**src/rtl/pipe_ctrl_pkg.sv**
```systemverilog
// Shared definitions for the pipeline stall/flush scheduler: stage bit
// positions, FSM state encodings and the hold/bubble masks.
package pipe_ctrl_pkg;

    localparam int StgPc    = 0;
    localparam int StgIfId  = 1;
    localparam int StgIdExe = 2;
    localparam int StgExeMem = 3;
    localparam int StgMemWb = 4;

    typedef enum logic [1:0] {
        ST_IDLE    = 2'b00,
        ST_MC_WAIT = 2'b01,
        ST_CANCEL  = 2'b10
    } mc_state_e;

    localparam logic [4:0] StallNone  = 5'b00000;
    localparam logic [4:0] StallAll   = 5'b11111;
    localparam logic [4:0] StallFront = 5'b00111;
    localparam logic [4:0] StallFetch = 5'b00011;

    localparam logic [4:0] FlushNone   = 5'b00000;
    localparam logic [4:0] FlushExeMem = 5'b01000;
    localparam logic [4:0] FlushBranch = 5'b00110;
    localparam logic [4:0] FlushIdExe  = 5'b00100;

endpackage

```
**src/rtl/pipe_ctrl_sat_counter.sv**
```systemverilog
// Enable-driven up-counter that sticks at all-ones instead of wrapping.
module sat_counter #(
    parameter int W = 32
) (
    input  logic         clk_i,
    input  logic         rst_i,
    input  logic         en_i,
    output logic [W-1:0] cnt_o
);

    logic [W-1:0] cnt_q;
    logic [W-1:0] cnt_d;

    // increment when enabled, hold once every bit is set
    always_comb begin
        cnt_d = cnt_q;
        if (en_i && !(&cnt_q)) begin
            cnt_d = cnt_q + W'(1);
        end
    end

    // counter register
    always_ff @(posedge clk_i or posedge rst_i) begin
        if (rst_i) begin
            cnt_q <= '0;
        end else begin
            cnt_q <= cnt_d;
        end
    end

    assign cnt_o = cnt_q;

endmodule

```
**src/rtl/pipe_ctrl.sv**
```systemverilog
// Stall/flush scheduler for the five pipeline registers. Merges memory wait,
// multi-cycle op sequencing, taken branches and load-use into per-register
// hold and bubble controls.
//
//  state      | meaning
//  IDLE       | no multi-cycle op outstanding
//  MC_WAIT    | op issued, front end held until the mc unit reports done
//  CANCEL     | op timed out; abort pulse to mc unit, exe_mem gets a bubble
module pipe_ctrl
    import pipe_ctrl_pkg::*;
#(
    parameter int MC_TIMEOUT = 64,
    parameter int CNT_W      = 32
) (
    input  logic             clk_i,
    input  logic             rst_i,
    input  logic             ld_use_i,
    input  logic             mc_start_i,
    input  logic             mc_done_i,
    input  logic             br_taken_i,
    input  logic             ext_stall_i,
    output logic [4:0]       stall_o,
    output logic [4:0]       flush_o,
    output logic             mc_cancel_o,
    output logic [1:0]       state_o,
    output logic [CNT_W-1:0] stall_cnt_o
);

    localparam int TW = (MC_TIMEOUT > 2) ? $clog2(MC_TIMEOUT) : 1;
    localparam logic [TW-1:0] TcntLast = TW'(MC_TIMEOUT - 1);

    mc_state_e     state_q, state_d;
    logic [TW-1:0] tcnt_q, tcnt_d;
    logic [4:0]    stall_raw, flush_raw;
    logic          cancel_raw;

    // priority decode of hazards plus FSM next state; memory wait freezes everything
    always_comb begin
        stall_raw  = StallNone;
        flush_raw  = FlushNone;
        cancel_raw = 1'b0;
        state_d    = state_q;
        tcnt_d     = tcnt_q;
        if (ext_stall_i) begin
            stall_raw = StallAll;
        end else begin
            unique case (state_q)
                ST_CANCEL: begin
                    flush_raw  = FlushExeMem;
                    cancel_raw = 1'b1;
                    state_d    = ST_IDLE;
                end
                ST_MC_WAIT: begin
                    if (mc_done_i) begin
                        state_d = ST_IDLE;
                    end else begin
                        stall_raw = StallFront;
                        flush_raw = FlushExeMem;
                        if (tcnt_q == TcntLast) begin
                            state_d = ST_CANCEL;
                        end else begin
                            tcnt_d = tcnt_q + TW'(1);
                        end
                    end
                end
                ST_IDLE: begin
                    if (mc_start_i) begin
                        stall_raw = StallFront;
                        flush_raw = FlushExeMem;
                        state_d   = ST_MC_WAIT;
                        tcnt_d    = '0;
                    end else if (br_taken_i) begin
                        flush_raw = FlushBranch;
                    end else if (ld_use_i) begin
                        stall_raw = StallFetch;
                        flush_raw = FlushIdExe;
                    end
                end
                default: state_d = ST_IDLE;
            endcase
        end
    end

    // FSM state and timeout count registers
    always_ff @(posedge clk_i or posedge rst_i) begin
        if (rst_i) begin
            state_q <= ST_IDLE;
            tcnt_q  <= '0;
        end else begin
            state_q <= state_d;
            tcnt_q  <= tcnt_d;
        end
    end

    // controls forced low during reset without waiting for a clock
    assign stall_o     = rst_i ? StallNone : stall_raw;
    assign flush_o     = rst_i ? FlushNone : flush_raw;
    assign mc_cancel_o = rst_i ? 1'b0 : cancel_raw;
    assign state_o     = state_q;

    sat_counter #(.W(CNT_W)) u_stall_cnt (
        .clk_i (clk_i),
        .rst_i (rst_i),
        .en_i  (|stall_o),
        .cnt_o (stall_cnt_o)
    );

endmodule

```
**config.mk**
```make
export PLATFORM = sky130hd
export DESIGN_NAME = pipe_ctrl
export DESIGN_NICKNAME = d
export VERILOG_FILES = /design/src/rtl/pipe_ctrl_pkg.sv /design/src/rtl/pipe_ctrl_sat_counter.sv /design/src/rtl/pipe_ctrl.sv
export SDC_FILE = /design/constraint.sdc
export NUM_CORES = 1
export LEC_CHECK = 0
export ABC_AREA = 1
export CORE_MARGIN = 4
export CORE_UTILIZATION = 40
export CTS_BUF_LIST = sky130_fd_sc_hd__clkbuf_4
export CTS_CLUSTER_DIAMETER = 200
export DETAILED_ROUTE_END_ITERATION = 8
export PLACE_DENSITY_LB_ADDON = 0.25
export SKIP_CTS_REPAIR_TIMING = 1
export SLEW_MARGIN = 10
export SYNTH_ARGS = -nofsm -noshare
export SYNTH_HDL_FRONTEND = slang
export SYNTH_SLANG_ARGS = --single-unit
```
**constraint.sdc**
```tcl
create_clock -name clk_i -period 2.2 [get_ports clk_i]
set_input_delay 0.44 -clock clk_i [delete_from_list [all_inputs] [get_ports clk_i]]
set_output_delay 0.44 -clock clk_i [all_outputs]
set_load 0.02 [all_outputs]
```
==> results of run 1 <==
## worst max-delay path by stage
| stage | from | to | slack (ps) | cells past startpoint |
|---|---|---|---|---|
| finish | rst_i | flush_o[3] | 60 | 6 |
| global route | rst_i | flush_o[3] | 10 | 6 |
| CTS | rst_i | flush_o[3] | -280 | 6 |
| detailed placement | rst_i | flush_o[3] | -280 | 6 |
| global placement | rst_i | flush_o[3] | -240 | 6 |
| floorplan | rst_i | stall_o[1] | 10 | 4 |
## critical path, stage by stage
cell             delay (ps)
clkdlybuf4s50_1         530
clkinvlp_4              140
nand2_1                 130
nor3_2                   50
a31o_2                  210
dlymetal6s2s_1          200
## power breakdown
group | internal [W] | switching, W | leakage, nW
combinational | 0.000343 | 0.000529 | 1.09
clock | 0.000251 | 0.000258 | 0.0456
sequential | 0.000837 | 0.000145 | 0.547
total | 0.00143 | 0.000933 | 1.69
## state kept, by name, indices dropped and copies added, names as in the netlist
signal / flops
state_o: 2
u_stall_cnt.cnt_o: 32
tcnt_q: 6
## final cells by class
cell class	instances	area (um^2)
multi-input combinational	351	1525
fill	645	3069
clock inverter	2	35.03
sequential	40	1002
tap	77	96.34
inverter	36	141.4
clock buffer	6	45.04
timing repair buffer	58	580.6
## per-layer routing
layer	up-vias	GRT usage
li1	1436	-
met1	1265	0.2243
met2	65	0.3045
met3	9	0.03667
met4	0	0.04592
met5	-	0
## cells by family (layout without fill, tap and decap cells)
| family | count (synthesis) | count (layout) | synth area share |
|---|---|---|---|
| XOR/XNOR | 14 | 14 | 0.04475 |
| other | 1 | 2 | 0.001369 |
| AO/OA/AOI/OAI | 15 | 15 | 0.02968 |
| adder cells (fa/ha/maj) | 2 | 2 | 0.009131 |
| buffers and inverters | 46 | 102 | 0.08310 |
| AND/OR/NAND/NOR | 318 | 318 | 0.4667 |
| flip-flops | 40 | 40 | 0.3653 |
## cells in the final DEF (no fill, tap or decap), drive strengths merged, types with 2 or more instances in the layout
master / instances
nand3b: 2
xnor2: 6
inv: 35
nand4: 2
nor2: 61
nand3: 21
nand2: 228
clkbuf: 6
dfrtp: 40
buf: 9
clkdlybuf4s50: 40
ha: 2
conb: 2
o21ai: 12
dlymetal6s2s: 9
nor3: 3
xor2: 8
## stage by stage
| step | hold slack, ps | cells | setup TNS, ps | setup WS (ps) |
|---|---|---|---|---|
| 4_1_cts | 517.5 | 570 | -1667 | -278.4 |
| 2_1_floorplan | 435.8 | 437 | 0 | 12.82 |
| 6_report | 522.4 | 570 | 0 | 62.60 |
| 3_3_place_gp | 495.3 | 562 | -1160 | -238.5 |
| 5_1_grt | 533.4 | 570 | 0 | 12.31 |
| 3_5_place_dp | 499.0 | 562 | -1468 | -280.5 |
==> impl_metrics.py, run 1 <==
metrics = {
    "status": {
        "status": "finished clean",
    },
    "detailed_routing": {
        "dr_wl_met2_um": 3150,
        "wl_met1_um": 3273,
        "ant_nets": 0,
        "wl_per_cell_um": 12.06,
        "top_layer": "met4",
        "routed-wl-met3_um": 354,
        "vias_per_cell": 4.868,
        "first_pass_iters": 4,
        "routed_wl_um": 6873,
        "vias": 2775,
        "drc_errors": 0,
        "dr.first_iter.drc_count": 134,
    },
    "critical_path": {
        "crit_path_end_kind": "primary output",
        "reg2reg_to": "u_stall_cnt.cnt_o[22]",
        "rr_worst_depth": 10,
        "required_ps": 1760,
        "cp_max_fo": 4,
        "cp_data_arrival_time_ps": 1700,
        "worstSetupStartpointType": "primary input",
        "reg2reg_slack_ps": 260,
        "r2r-start": "u_stall_cnt.cnt_o[0]",
        "crit_type": "primary input to primary output",
    },
    "sta": {
        "rsz0062_at_grt": "false",
        "max_freq_ghz": 0.4679,
        "finClkSkew_ps": 12.80,
        "finalCritPeriodShare": 0.9715,
        "slew_viol_final": 0,
        "hold_viol": 0,
        "finalSetupViolCount": 0,
        "layout_min_cycle_time_ps": 2137,
    },
    "clocking": {
        "cts.reportedPaths.clkPinSlew_ps": 130,
        "h-tree-depth": 2,
        "clk_latency_ps": 360,
        "cts_root_buf": "clkbuf_4",
        "cts_sinks": 40,
        "tritoncts": "yes",
        "clk_path_buf_depth": 2,
        "numCtsBuffers": 5,
    },
    "layout": {
        "diodes": 0,
        "drive_gt1_frac": 0.07099,
        "design_area_um2": 3426,
        "final_core_util": 0.5275,
        "synthToLayoutAreaGrowth_pct": 25.02,
        "final_nets": 501,
    },
    "floorplan": {
        "core_area_um2": 6495,
        "die_w_um": 90.77,
        "ioPinCount": 52,
        "dieArea_um2": 8238,
        "rows": 29,
        "initial_utilization": 0.4219,
        "dieHeight_um": 90.77,
    },
    "logic_synthesis": {
        "postSynthAreaPerCell_um2": 6.285,
        "syn_area_um2": 2740,
        "netlist_instances": 436,
        "synth-seq-area-share": 0.3653,
        "synth_area_leader_cell": "dfrtp_1",
        "netlist-cell-type-count": 26,
        "yosysMostFrequentCell": "nand2_1",
        "synth_ff_type": "dfrtp_1",
        "synth_top_cell_area_share": 0.3653,
        "synth_edf_count": 0,
        "yosys-top-cells-count": "nand2_1, nor2_1, dfrtp_1, inv_1, nand3_1",
        "synth-seq-cells": 40,
        "yosys_warnings": 0,
        "synthArstFlopShare": 1.000,
        "synth.area.top_cells": "dfrtp_1, nand2_1, nor2_1",
    },
    "power": {
        "p_per_area_nw_per_um2": 690.0,
        "total_power_w": 0.002364,
        "max-vdd-ir-drop_uv": 232.9,
        "p_leak_nw": 1.687,
    },
    "grt": {
        "grt_max_degree": 31,
        "grt_overflow": 0,
        "grt_usage": 0.1769,
        "grt_antenna_before_repair": 0,
        "grt_pass1_vias": 2688,
        "grt_pass1_wl_um": 12070,
    },
    "place": {
        "gp_congestion": 0.9335,
        "dp_hpwl_um": 5296,
        "port_buffers": 49,
        "dpl_cell_area_um2": 3317,
    },
    "worst_hold_path": {
        "hold_path.class": "primary input to asynchronous set/reset pin",
    },
    "flow_run": {
        "cap_violations": 0,
    },
}
Note: power is estimated with default switching activity, not from simulation.
==> run 2, diff against run 1 <==
Settings changed: DONT_BUFFER_PORTS set to 1.
Clock period 2.2 ns to 1.8 ns, I/O delays scaled along.
==> run 2 against run 1 <==
- register-to-register slack got worse by 80 ps
- global-route usage is 1.0 points higher
- worst hold slack got worse by 520 ps
- sequential power is 17% higher
- utilization fell by 2.1 points
- clock power shrank 8.1%
- total power up 20%
==> impl_metrics.py, run 2 (synthesis gave the netlist of run 1 again) <==
metrics = {
    "status": {
        "status": "finished clean",
    },
    "floorplan": {
        "die_w_um": 90.77,
        "ioPinCount": 52,
        "core_area_um2": 6495,
        "initial_utilization": 0.4219,
        "rows": 29,
        "dieHeight_um": 90.77,
        "dieArea_um2": 8238,
    },
    "clocking": {
        "numCtsBuffers": 5,
        "cts_sinks": 40,
        "h-tree-depth": 2,
        "cts_root_buf": "clkbuf_4",
        "tritoncts": "yes",
        "cts.reportedPaths.clkPinSlew_ps": 120,
        "clk_latency_ps": 350,
        "clk_path_buf_depth": 2,
    },
    "layout": {
        "drive_gt1_frac": 0.1770,
        "seq_area_um2": 1003,
        "multi_input_area_um2": 1583,
        "final_core_util": 0.5066,
        "largest_register_ffs": 32,
        "diodes": 0,
        "layout_commonest_cell": "nand2_1",
        "synthToLayoutAreaGrowth_pct": 20.09,
        "final_nets": 494,
        "n_fill_cell": 696,
        "final_cell_mix": "nand2_1, nor2_1, buf_4",
    },
    "power": {
        "p_per_area_nw_per_um2": 865.5,
        "max-vdd-ir-drop_uv": 423.4,
        "p_leak_nw": 1.607,
        "total_power_w": 0.002848,
    },
    "critical_path": {
        "cp_max_fo": 4,
        "required_ps": 1440,
        "worstSetupStartpointType": "register",
        "crit_path_end_kind": "primary output",
        "crit_type": "register to primary output",
        "cp_data_arrival_time_ps": 1390,
    },
    "detailed_routing": {
        "first_pass_iters": 4,
        "routed_wl_um": 7475,
        "vias_per_cell": 4.835,
        "ant_nets": 0,
        "wl_per_cell_um": 13.28,
        "vias": 2722,
        "drc_errors": 0,
        "dr.first_iter.drc_count": 88,
    },
    "sta": {
        "worst_pin_slew_ps": 536.5,
        "rsz0062_at_grt": "true",
        "hold_viol": 0,
        "finClkSkew_ps": 7.374,
        "fin_setup_tns_ps": 0,
        "max_freq_ghz": 0.5729,
        "slew_viol_final": 0,
        "layout_min_cycle_time_ps": 1746,
        "finalCritPeriodShare": 0.9698,
        "finalSetupViolCount": 0,
        "slew_headroom": 0.6411,
    },
    "place": {
        "gp_congestion": 0.8910,
        "dp_hpwl_um": 5821,
        "port_buffers": 0,
    },
    "grt": {
        "grt_pass1_wl_um": 12390,
        "grt_max_degree": 31,
        "grt_usage": 0.1873,
        "grt_pass1_vias": 2617,
        "grt_antenna_before_repair": 0,
        "grt_overflow": 0,
    },
    "flow_run": {
        "cap_violations": 0,
    },
    "worst_hold_path": {
        "hold_path.class": "primary input to asynchronous set/reset pin",
    },
}
[run 2: changes by cell type in the layout (fill, tap and decap cells not counted), moves of 4 or more]
cell             delta
nand2_2             +4
clkdlybuf4s50_1    -40
buf_4              +37
dlymetal6s2s_1      -9
nand2_1             -6
[run 2: final timing paths]
kind	from	endpoint	slack [ps]	cells past startpoint
setup / recovery	state_o[1]	stall_o[1]	50	4
hold / removal	rst_i	u_stall_cnt.cnt_o[16]	4	2
setup reg to reg	u_stall_cnt.cnt_o[0]	u_stall_cnt.cnt_o[8]	180	10
hold reg to reg	tcnt_q[3]	tcnt_q[3]	530	2
max in group asynchronous	rst_i	u_stall_cnt.cnt_o[18]	750	3
min in group clk_i	mc_done_i	state_o[1]	370	4
[run 2: per-stage QoR]
stage               hold slack, ps  std cells  area, um^2  setup WS (ps)
detailed placement           306.3        548        3109          162.6
CTS                         -85.48        556        3166         -123.5
global placement             302.7        548        3109          209.6
floorplan                    355.8        437        2764         -208.4
global route                 13.90        563        3291         -59.85
finish                       4.081        563        3291          54.39
[run 2: layout make-up]
type / instances / area share
multi-input cells: 351 / 0.4810
well taps: 77 / 0.02928
flip-flops and latches: 40 / 0.3049
repair buffers: 51 / 0.1240
inverters: 36 / 0.04373
clock inverters: 2 / 0.003422
clock buffers: 6 / 0.01369
[run 2: critical path, cell delays in order, from the launching register on]
cell	delay (ps)
dfrtp_2	460
nor2_4	170
nand4_1	160
nand3_4	120
buf_6	140
[run 2: report_power, final]
| group | total, W | leakage, nW | switching (W) | internal [W] |
|---|---|---|---|---|
| Sequential | 0.00115 | 0.545 | 0.000130 | 0.00102 |
| Clock | 0.000468 | 0.0293 | 0.000304 | 0.000164 |
| Combinational | 0.00123 | 1.03 | 0.000777 | 0.000450 |
[run 2: layer usage]
layer	routed length, um	vias to the layer above	GRT usage
li1	-	1415	-
met1	3448	1233	0.2482
met2	3455	68	0.2959
met3	493	6	0.04750
met4	78	0	0.06505
met5	0	-	0
==> run 3, diff against run 2 <==
Settings changed: ABC_CLOCK_PERIOD_IN_PS set to 1800.
==> results of run 3 <==
Final layout, timing and power as in run 2 (identical DEF).
